### src/rtl/rv_core_mc_if.sv
// rv_core_mc_if: memory-side bundle of the multi-cycle core.
//   imem_addr  core -> ROM  fetch address (byte address, equals pc)
//   imem_rdata ROM -> core  instruction, valid the cycle after imem_addr
//   dmem_addr  core -> bus  load/store byte address
//   dmem_wdata core -> bus  store data
//   dmem_we    core -> bus  store request, held until dmem_ready
//   dmem_re    core -> bus  load request, held until dmem_ready
//   dmem_rdata bus -> core  load data, valid while dmem_ready=1
//   dmem_ready bus -> core  accepts the pending request this cycle
// Modports: master (core side), slave (memory/bus side).
interface rv_core_mc_if #(
    parameter int PC_W    = 8,
    parameter int DADDR_W = 8
);
    logic [PC_W-1:0]    imem_addr;
    logic [31:0]        imem_rdata;
    logic [DADDR_W-1:0] dmem_addr;
    logic [31:0]        dmem_wdata;
    logic               dmem_we;
    logic               dmem_re;
    logic [31:0]        dmem_rdata;
    logic               dmem_ready;

    modport master (
        output imem_addr, dmem_addr, dmem_wdata, dmem_we, dmem_re,
        input  imem_rdata, dmem_rdata, dmem_ready
    );

    modport slave (
        input  imem_addr, dmem_addr, dmem_wdata, dmem_we, dmem_re,
        output imem_rdata, dmem_rdata, dmem_ready
    );
endinterface

### src/rtl/rv_core_mc.sv
// rv_core_mc: multi-cycle RV32I-subset core (R/I ALU ops, lw, sw, beq, bne, jal).
// Sequenced FETCH -> DECODE -> EXEC -> (MEM) -> (WB), with HALT as a terminal state.
// Ports:
//   clk, rst_n   clock and asynchronous active-low reset
//   bus          rv_core_mc_if master: instruction ROM and handshaked data port
//   pc_out       current pc
//   retire       one-cycle pulse on the cycle whose closing edge commits the pc update
//   instret      retired-instruction count, saturating
//   halted       core is stopped (sticky until reset)
//   illegal      the halt came from an unsupported opcode (sticky until reset)
module rv_core_mc #(
    parameter int PC_W     = 8,
    parameter int DADDR_W  = 8,
    parameter int NREG     = 32,
    parameter int RESET_PC = 0,
    parameter int CNT_W    = 16
) (
    input  logic             clk,
    input  logic             rst_n,
    rv_core_mc_if.master     bus,
    output logic [PC_W-1:0]  pc_out,
    output logic             retire,
    output logic [CNT_W-1:0] instret,
    output logic             halted,
    output logic             illegal
);
    localparam int RW = $clog2(NREG);
    // pc updates always land word-aligned
    localparam logic [PC_W-1:0] PC_MASK = ~PC_W'(3);

    typedef enum logic [2:0] {S_FETCH, S_DECODE, S_EXEC, S_MEM, S_WB, S_HALT} state_t;

    state_t           state_reg, state_next;
    logic [PC_W-1:0]  pc_reg, pc_next;
    logic             illegal_reg, illegal_next;
    logic [CNT_W-1:0] instret_reg;
    logic [31:0]      ir_reg, a_reg, b_reg, alu_reg, mdr_reg;
    logic [31:0]      rf_reg [NREG];

    logic             rf_we;
    logic [31:0]      wb_data;
    logic             dmem_we_c, dmem_re_c;

    // ---------------- decode of the latched instruction ----------------
    logic [6:0]    opcode;
    logic [2:0]    funct3;
    logic [RW-1:0] rd_idx, rs1_idx, rs2_idx;
    logic          is_r, is_i, is_lw, is_sw, is_br, is_jal;
    logic [31:0]   imm_i, imm_s, imm_b, imm_j;

    assign opcode  = ir_reg[6:0];
    assign funct3  = ir_reg[14:12];
    assign rd_idx  = ir_reg[7 +: RW];
    // source registers are read straight from the ROM word while in DECODE
    assign rs1_idx = bus.imem_rdata[15 +: RW];
    assign rs2_idx = bus.imem_rdata[20 +: RW];

    assign is_r   = (opcode == 7'b0110011);
    assign is_i   = (opcode == 7'b0010011);
    assign is_lw  = (opcode == 7'b0000011);
    assign is_sw  = (opcode == 7'b0100011);
    assign is_br  = (opcode == 7'b1100011);
    assign is_jal = (opcode == 7'b1101111);

    assign imm_i = {{20{ir_reg[31]}}, ir_reg[31:20]};
    assign imm_s = {{20{ir_reg[31]}}, ir_reg[31:25], ir_reg[11:7]};
    assign imm_b = {{19{ir_reg[31]}}, ir_reg[31], ir_reg[7], ir_reg[30:25], ir_reg[11:8], 1'b0};
    assign imm_j = {{11{ir_reg[31]}}, ir_reg[31], ir_reg[19:12], ir_reg[20], ir_reg[30:21], 1'b0};

    // ---------------- ALU ----------------
    logic [31:0] alu_b, alu_y;
    logic [2:0]  alu_f3;
    logic        alu_alt;
    logic [4:0]  shamt;

    always_comb begin
        alu_b   = is_r ? b_reg : (is_sw ? imm_s : imm_i);
        // address generation for lw/sw is always an add
        alu_f3  = (is_lw || is_sw) ? 3'b000 : funct3;
        // bit 30 selects sub/sra; for I-type it only means something on shifts (srai)
        alu_alt = ir_reg[30] && (is_r || (is_i && funct3 == 3'b101));
        shamt   = alu_b[4:0];
        case (alu_f3)
            3'b000:  alu_y = alu_alt ? (a_reg - alu_b) : (a_reg + alu_b);
            3'b001:  alu_y = a_reg << shamt;
            3'b010:  alu_y = {31'b0, ($signed(a_reg) < $signed(alu_b))};
            3'b011:  alu_y = {31'b0, (a_reg < alu_b)};
            3'b100:  alu_y = a_reg ^ alu_b;
            3'b101:  alu_y = alu_alt ? 32'($signed(a_reg) >>> shamt) : (a_reg >> shamt);
            3'b110:  alu_y = a_reg | alu_b;
            default: alu_y = a_reg & alu_b;
        endcase
    end

    // ---------------- pc arithmetic (32-bit, truncated to PC_W) ----------------
    logic [PC_W-1:0] pc_plus4, pc_br, pc_jal;
    logic            br_taken;

    assign pc_plus4 = PC_W'(32'(pc_reg) + 32'd4);
    assign pc_br    = PC_W'(32'(pc_reg) + imm_b);
    assign pc_jal   = PC_W'(32'(pc_reg) + imm_j);
    // funct3[0] distinguishes bne from beq
    assign br_taken = funct3[0] ? (a_reg != b_reg) : (a_reg == b_reg);

    // ---------------- FSM ----------------
    always_ff @(posedge clk or negedge rst_n) begin
        if (!rst_n) state_reg <= S_FETCH;
        else        state_reg <= state_next;
    end

    always_comb begin
        state_next   = state_reg;
        pc_next      = pc_reg;
        illegal_next = illegal_reg;
        retire       = 1'b0;
        rf_we        = 1'b0;
        wb_data      = alu_reg;
        dmem_we_c    = 1'b0;
        dmem_re_c    = 1'b0;
        case (state_reg)
            S_FETCH: state_next = S_DECODE;
            S_DECODE: begin
                if (bus.imem_rdata == 32'd0) begin
                    state_next = S_HALT;
                end else if (!(bus.imem_rdata[6:0] inside {7'b0110011, 7'b0010011, 7'b0000011,
                                                           7'b0100011, 7'b1100011, 7'b1101111})) begin
                    state_next   = S_HALT;
                    illegal_next = 1'b1;
                end else begin
                    state_next = S_EXEC;
                end
            end
            S_EXEC: begin
                if (is_br) begin
                    pc_next    = (br_taken ? pc_br : pc_plus4) & PC_MASK;
                    retire     = 1'b1;
                    state_next = S_FETCH;
                end else if (is_lw || is_sw) begin
                    state_next = S_MEM;
                end else begin
                    state_next = S_WB;
                end
            end
            S_MEM: begin
                dmem_re_c = is_lw;
                dmem_we_c = is_sw;
                if (bus.dmem_ready) begin
                    if (is_sw) begin
                        pc_next    = pc_plus4 & PC_MASK;
                        retire     = 1'b1;
                        state_next = S_FETCH;
                    end else begin
                        state_next = S_WB;
                    end
                end
            end
            S_WB: begin
                rf_we      = (rd_idx != '0);
                wb_data    = is_lw ? mdr_reg : (is_jal ? 32'(pc_plus4 & PC_MASK) : alu_reg);
                pc_next    = (is_jal ? pc_jal : pc_plus4) & PC_MASK;
                retire     = 1'b1;
                state_next = S_FETCH;
            end
            S_HALT: state_next = S_HALT;
            default: state_next = S_FETCH;
        endcase
    end

    // ---------------- datapath registers ----------------
    always_ff @(posedge clk or negedge rst_n) begin
        if (!rst_n) begin
            pc_reg      <= PC_W'(RESET_PC);
            illegal_reg <= 1'b0;
            instret_reg <= '0;
            ir_reg      <= '0;
            a_reg       <= '0;
            b_reg       <= '0;
            alu_reg     <= '0;
            mdr_reg     <= '0;
        end else begin
            pc_reg      <= pc_next;
            illegal_reg <= illegal_next;
            if (state_reg == S_DECODE) begin
                ir_reg <= bus.imem_rdata;
                a_reg  <= rf_reg[rs1_idx];
                b_reg  <= rf_reg[rs2_idx];
            end
            if (state_reg == S_EXEC) alu_reg <= alu_y;
            if (state_reg == S_MEM && bus.dmem_ready) mdr_reg <= bus.dmem_rdata;
            if (retire && instret_reg != '1) instret_reg <= instret_reg + 1'b1;
        end
    end

    // Register file is flop-based so every entry clears on reset.
    // Entry 0 is never written (rf_we excludes rd=0), so x0 always reads 0.
    for (genvar gi = 0; gi < NREG; gi++) begin : g_rf
        always_ff @(posedge clk or negedge rst_n) begin
            if (!rst_n)                             rf_reg[gi] <= '0;
            else if (rf_we && rd_idx == RW'(gi))    rf_reg[gi] <= wb_data;
        end
    end

    // ---------------- outputs ----------------
    assign bus.imem_addr  = pc_reg;
    assign bus.dmem_addr  = alu_reg[DADDR_W-1:0];
    assign bus.dmem_wdata = b_reg;
    assign bus.dmem_we    = dmem_we_c;
    assign bus.dmem_re    = dmem_re_c;
    assign pc_out         = pc_reg;
    assign instret        = instret_reg;
    assign halted         = (state_reg == S_HALT);
    assign illegal        = illegal_reg;
endmodule

### src/flat_wrapper.sv
// flat-port wrapper written by rule: the top's interface ports become plain ports
module rv_core_mc_flat 
#(
    parameter int PC_W     = 8,
    parameter int DADDR_W  = 8,
    parameter int NREG     = 32,
    parameter int RESET_PC = 0,
    parameter int CNT_W    = 16
)
  (clk, rst_n, pc_out, retire, instret, halted, illegal, bus_imem_addr, bus_dmem_addr, bus_dmem_wdata, bus_dmem_we, bus_dmem_re, bus_imem_rdata, bus_dmem_rdata, bus_dmem_ready);
  rv_core_mc_if #(.PC_W(PC_W), .DADDR_W(DADDR_W)) bus_i ();
  input  logic clk;
  input  logic rst_n;
  output logic [PC_W-1:0] pc_out;
  output logic retire;
  output logic [CNT_W-1:0] instret;
  output logic halted;
  output logic illegal;
  output wire logic [$bits(bus_i.imem_addr)-1:0] bus_imem_addr;
  output wire logic [$bits(bus_i.dmem_addr)-1:0] bus_dmem_addr;
  output wire logic [$bits(bus_i.dmem_wdata)-1:0] bus_dmem_wdata;
  output wire logic [$bits(bus_i.dmem_we)-1:0] bus_dmem_we;
  output wire logic [$bits(bus_i.dmem_re)-1:0] bus_dmem_re;
  input wire logic [$bits(bus_i.imem_rdata)-1:0] bus_imem_rdata;
  input wire logic [$bits(bus_i.dmem_rdata)-1:0] bus_dmem_rdata;
  input wire logic [$bits(bus_i.dmem_ready)-1:0] bus_dmem_ready;
  assign bus_imem_addr = bus_i.imem_addr;
  assign bus_dmem_addr = bus_i.dmem_addr;
  assign bus_dmem_wdata = bus_i.dmem_wdata;
  assign bus_dmem_we = bus_i.dmem_we;
  assign bus_dmem_re = bus_i.dmem_re;
  assign bus_i.imem_rdata = bus_imem_rdata;
  assign bus_i.dmem_rdata = bus_dmem_rdata;
  assign bus_i.dmem_ready = bus_dmem_ready;
  rv_core_mc #(.PC_W(PC_W), .DADDR_W(DADDR_W), .NREG(NREG), .RESET_PC(RESET_PC), .CNT_W(CNT_W)) u_core (.clk(clk), .rst_n(rst_n), .bus(bus_i), .pc_out(pc_out), .retire(retire), .instret(instret), .halted(halted), .illegal(illegal));
endmodule
### config.mk
export PLATFORM = sky130hd
export DESIGN_NAME = rv_core_mc_flat
export DESIGN_NICKNAME = d
export VERILOG_FILES = /design/src/rtl/rv_core_mc_if.sv /design/src/rtl/rv_core_mc.sv /design/src/flat_wrapper.sv
export SDC_FILE = /design/constraint.sdc
export NUM_CORES = 2
export LEC_CHECK = 0
export ABC_AREA = 1
export CORE_UTILIZATION = 55
export CTS_BUF_LIST = sky130_fd_sc_hd__clkbuf_4 sky130_fd_sc_hd__clkbuf_8 sky130_fd_sc_hd__clkbuf_16
export DETAILED_ROUTE_END_ITERATION = 8
export MAX_ROUTING_LAYER = met4
export PLACE_DENSITY = 0.72
export SYNTH_ARGS = -nofsm -noshare
export SYNTH_HDL_FRONTEND = slang
export SYNTH_SLANG_ARGS = --single-unit
### constraint.sdc
create_clock -name clk -period 4.6 [get_ports clk]
set_input_delay 0.92 -clock clk [delete_from_list [all_inputs] [get_ports clk]]
set_output_delay 0.92 -clock clk [all_outputs]
set_load 0.02 [all_outputs]
; After elaboration in Yosys (flattened, before gate mapping)
; Cells that the tools add are included.
[word_totals]
reg_bits = 1212
word_cells = 205
output_inout_bits = 77
[op_classes]
n_mux = 36
eq_ne = 61
n_reduce_logical = 47
add_sub_neg = 6
n_bitwise = 7
magnitude_cmp = 4
shifts = 3
[op_table]
columns = operator, count
row1 = 32-bit binary-select mux with 5-bit select, 2
row2 = 32-bit 2-to-1 mux, 10
row3 = 32-bit case mux with 7 select lines, 1
row4 = "5-bit equality test, second input constant", 16
row5 = 32-bit < comparator, 2
row6 = "5-bit by 4-bit equality test with 1-bit output, second input constant", 8
row7 = 8-bit 2-to-1 mux, 5
row8 = 1-bit logical AND, 36
row9 = 32-bit adder, 1
row10 = 32-bit bitwise AND, 1
row11 = 32-bit equality test, 1
row12 = 32-bit zero test, 1
row13 = 32-bit != test, 1
row14 = 32-bit bitwise OR, 1
row15 = 32-bit by 5-bit left shift with 32-bit output, 1
row16 = 32-bit by 5-bit right shift with 32-bit output, 1
row17 = 32-bit by 5-bit >>> shifter with 32-bit output, 1
row18 = 32-bit subtractor, 1
row19 = 32-bit XOR, 1
row20 = "7-bit by 6-bit equality test with 1-bit output, second input constant", 4
row21 = "7-bit equality test, second input constant", 4
row22 = 8-bit case mux with 3 select lines, 1
row23 = 3-bit 2-to-1 mux, 7
row24 = "5-bit by 3-bit equality test with 1-bit output, second input constant", 4
row25 = 28 further kinds, 53

; Longest topological paths before layout
[logic_depth]
word_depth = 6
mapped_depth = 31
mapped_depth_nobuf = 28

; Worst setup path after synthesis
; Ideal clock, no wire load.
[synth_path]
path_type = register to register
from = register u_core.ir_reg[2]
to = register u_core.alu_reg[18]
n_path_buf = 3
setup_ns = 0.117
path_stages_with_launch = 28
path_slack_ns = 1.184
period_less_slack_ns = 3.416
arrival_time_ns = 3.299
path_cell_list = dfrtp_1 inv_1 nand2_1 nor2_4 nand2_2 buf_6 o21ai_0 nand2_1 o21ai_2 inv_2 buf_2 buf_2 ha_1 nand3_1 nand3_1 a21oi_1 o21ai_0 nand2_1 nand2_1 inv_1 o21ai_0 nand2_1 a22oi_1 nand3_1 nand3_1 nand2_1 nand2_1 nand2_1
[synth_via]
elab_chain_len = 6
word_cells_on_any_way = 29
[synth_lines]
columns = element, line
row1 = "start, declared", rv_core_mc.sv:37  ; logic [31:0] ir_reg, a_reg, b_reg, alu_reg, mdr_reg;
row2 = "start signal, assigned", rv_core_mc.sv:184  ; ir_reg <= bus.imem_rdata;
row3 = 7-bit by 6-bit equality test with 1-bit output or 7-bit by 5-bit equality test with 1-bit output (tied branches), "rv_core_mc.sv:61, rv_core_mc.sv:59"
row4 = 5-bit 2-to-1 mux or 1-bit logical AND (tied branches), "rv_core_mc.sv:77, rv_core_mc.sv:81"
row5 = 32-bit 2-to-1 mux or 1-bit logical OR (tied branches), "rv_core_mc.sv:77, rv_core_mc.sv:81"
row6 = 32-bit adder (tied with other cells), rv_core_mc.sv:84  ; 3'b000: alu_y = alu_alt ? (a_reg - alu_b) : (a_reg + alu_b);
row7 = 32-bit 2-to-1 mux (on tied branches), "rv_core_mc.sv:84, rv_core_mc.sv:89"
row8 = 32-bit case mux with 7 select lines *, rv_core_mc.sv:83  ; case (alu_f3)
row9 = "end signal, assigned", rv_core_mc.sv:188  ; if (state_reg == S_EXEC) alu_reg <= alu_y;
row10 = "end, declared", rv_core_mc.sv:37
; Every way passes the cells marked *; elsewhere a longest branch is shown, timed or not.
; A chain may end at the register's enable or synchronous reset.

; Final worst setup path
[layout_path]
from = register u_core.ir_reg[3]
to = register u_core.alu_reg[0]
; Same word-level chain as after synthesis.

==> flow_summary.json <==
{
  "grt_setup_unrepaired": "no",
  "worstSetupEndpoint": "u_core.alu_reg[0]",
  "fin_cells": 11500,
  "r2r-start": "u_core.ir_reg[3]",
  "clock_latency_ps": 810,
  "root_buffer": "clkbuf_16",
  "status": "finished, final reports clean",
  "final_antenna_net_count": 0,
  "multi_input_area_um2": 36200,
  "post_cts_buffers": 0,
  "wl_mm": 327,
  "antenna_found_initial": 28,
  "m1WireLength_mm": 123,
  "yosysUniqueCellTypes": 68,
  "dp_hpwl_mm": 210,
  "syn_to_final_growth_pct": 10.6,
  "critPathKind": "register to register",
  "ir_drop_uv": 462,
  "clk_pin_slew_ps": 60,
  "critPathMaxFanout": 13,
  "skew_ps": 43.0,
  "regArea_um2": 30200,
  "route.detailed.wl_per_inst_um": 28.5,
  "ys_warn_count": 0,
  "grt_max_degree": 181,
  "cp_top_family": "simple AND/OR/NAND/NOR gates",
  "core_um2": 130000,
  "grt_pass1_vias": 71200,
  "synth_edf_count": 0,
  "drv_slew": 0,
  "min_period_over_period": 0.942,
  "dr.max_layer_used": "met4",
  "die_x_um": 364,
  "power_density_nw_per_um2": 657,
  "r2r-end": "u_core.alu_reg[0]",
  "cts_made_buffers": 134,
  "cts_buffer_depth": 3,
  "leakage_uw": 0.0347,
  "fillerInstances": 11500,
  "tns_ps": 0,
  "routed-wl-met3_mm": 42.7,
  "fin_ws_ps": 267,
  "start_util": 0.556,
  "yosys_register_bits": 1205,
  "syn_inst": 9961,
  "min_path_type": "input pin to asynchronous set/reset pin",
  "synth_top_cell_area_share": 0.417,
  "reg2reg_depth": 21,
  "crit_required_ps": 5310,
  "reg2reg_slack_ps": 270,
  "yosysSeqAreaShare": 0.417,
  "cts_htree_levels": 4,
  "synth_largest_area_cell": "dfrtp_1",
  "slew_headroom": 0.128,
  "drv_cap": 0,
  "grt_util_all_layers": 0.502,
  "syn_area_um2": 72200,
  "dpl.cell_count": 11200,
  "cts_sinks": 1205,
  "cpMostUsedCell": "nand2_1",
  "drive_above_1_share": 0.0757,
  "slowest_delay_ps": 540,
  "portBuffers": 139,
  "worstPathCellList": "inv_1 > nand2_1 > nor2_4 > nand2_2 > inv_2 > or2_2 > buf_4 > o21ai_0 > ha_1 > inv_1 > a21oi_1 > o21ai_0 > inv_1 > nor2_1 > a2111oi_1 > nand2_1 > nor2_1 > nor2_1 > nand2_1 > nand2_1 > nand2_1",
  "crit_buf_inv": 5,
  "gp_congestion": 1.07,
  "dr.first_iter.drc_count": 13200,
  "cts_tree": "built",
  "avgViaCountPerCell": 6.70,
  "postSynthAreaPerCell_um2": 7.25,
  "wl_met2_mm": 137,
  "die_area_um2": 133000,
  "hold_slack_ps": 190,
  "critPathLaunchType": "register",
  "slowest_stage": "a2111oi_1",
  "overflow": 0,
  "routed-via-count": 77100,
  "largest_reg_flops": 1024,
  "grt_pass1_wl_mm": 477,
  "p_total_uw": 52500,
  "hold_violations": 0,
  "crit_arrival_ps": 5050,
  "final-setup-viol-count": 0,
  "crit_cells": 21,
  "timing.fmax_mhz": 231,
  "finalCriticalPeriod_ps": 4330,
  "synthFlopType": "dfrtp_1",
  "die_y_um": 364,
  "dr.pass1.iters": 9,
  "cp-startpoint": "u_core.ir_reg[3]",
  "final_nets": 9808,
  "cp-end-kind": "register",
  "io_pins": 144,
  "pre_cts_slack_ps": 328,
  "synthTopCellsByArea": "dfrtp_1 42%, o21ai_0 15%, nand2_1 10%",
  "ys_async_sr_fraction": 1.00,
  "drc": 0,
  "worst_pin_slew_ps": 1310,
  "rows": 132
}
per-layer routing:
metal,GRT usage,vias up
li1,-,33200
met1,0.641,36500
met2,0.695,6018
met3,0.136,1394
met4,0.333,0
met5,-,-
through the flow:
stage          area [um2]  utilization
4_1_cts             79800        0.615
3_3_place_gp        75200        0.579
6_report            79900        0.616
2_1_floorplan       72200            -
5_1_grt             79900        0.616
3_5_place_dp        75200        0.579
synth_stat cells, types with 4 or more instances:
cell type  number
nand4_1        80
clkbuf_1      728
o21ai_1       115
a221o_1         5
xnor2_1        25
o2111ai_1       8
a21oi_1       680
ha_1          106
inv_1         629
nand2_1      2002
o21ai_0      2153
a22oi_1         8
o21a_1          9
nor3_1         20
nor4_1         10
xor2_1         17
buf_4          30
a22oi_2        20
buf_1          59
o221ai_1      111
dfrtp_1      1205
or2_2          12
o21ai_2         7
nand3_1       564
a211oi_1       41
nand3_2        10
nor2_2         11
or2_1           7
a211o_1        28
o211ai_1      240
clkinv_1       15
nand2_2        21
o22ai_1        87
a31oi_1        11
mux2_2         33
buf_6           7
a21o_1          4
nor2_4          6
o31ai_1         6
nor2_1        701
nand3b_1        4
buf_2          58
inv_2          24
nand2_4         6
how the worst min path moves through the flow:
stage | startpoint | end | slack (ps) | depth (start not counted)
finish | rst_n | u_core.rf_reg[560] | 190 | 1
global placement | u_core.rf_reg[1014] | u_core.rf_reg[1014] | 370 | 0
detailed placement | u_core.rf_reg[996] | u_core.rf_reg[996] | 380 | 0
global route | rst_n | u_core.rf_reg[656] | 250 | 1
CTS | rst_n | u_core.rf_reg[624] | 200 | 1
floorplan | u_core.rf_reg[1000] | u_core.rf_reg[1000] | 440 | 1
cell families after synthesis:
kind of cell / after synthesis / share of synthesized area
AOI/OAI and AO/OA: 3552 / 0.270
and+or+nand+nor: 3465 / 0.198
buffers and inverters: 1552 / 0.0842
DFF: 1205 / 0.417
adders and majority gates: 109 / 0.0192
xor gates and xnor gates: 42 / 0.00509
muxes: 35 / 0.00542
other: 1 / 0.0000519
final cells by class:
| cell class | instances | share of cell area |
|---|---|---|
| Multi-Input combinational cell | 7207 | 0.453 |
| Clock buffer | 192 | 0.0503 |
| Sequential cell | 1205 | 0.377 |
| Inverter | 669 | 0.0319 |
| Antenna cell | 27 | 0.000845 |
| Timing Repair Buffer | 415 | 0.0517 |
| Clock inverter | 45 | 0.00755 |
| Tap cell | 1742 | 0.0273 |
where the power goes:
| group | internal [uW] | switching (uW) | total (uW) |
|---|---|---|---|
| sequential | 13800 | 2950 | 16700 |
| combinational | 7200 | 17200 | 24400 |
| clock | 6580 | 4770 | 11400 |
placed cells by master, fill, tap and decap left out, types with 109 or more instances in the layout:
cell type	n
clkbuf_16	137
o21ai_0	2152
a21oi_1	680
clkdlybuf4s50_1	129
o211ai_1	240
o221ai_1	109
nand2_1	1985
nand3_1	564
inv_1	623
dfrtp_1	1205
o21ai_1	115
nor2_1	697
buf_4	227
timing repair:
item / in CTS / in global routing
setup endpoints to repair: 0 / 2
hold buffers: 0 / 0
resized for setup: 0 / 2
(Power assumes the default switching activity.)
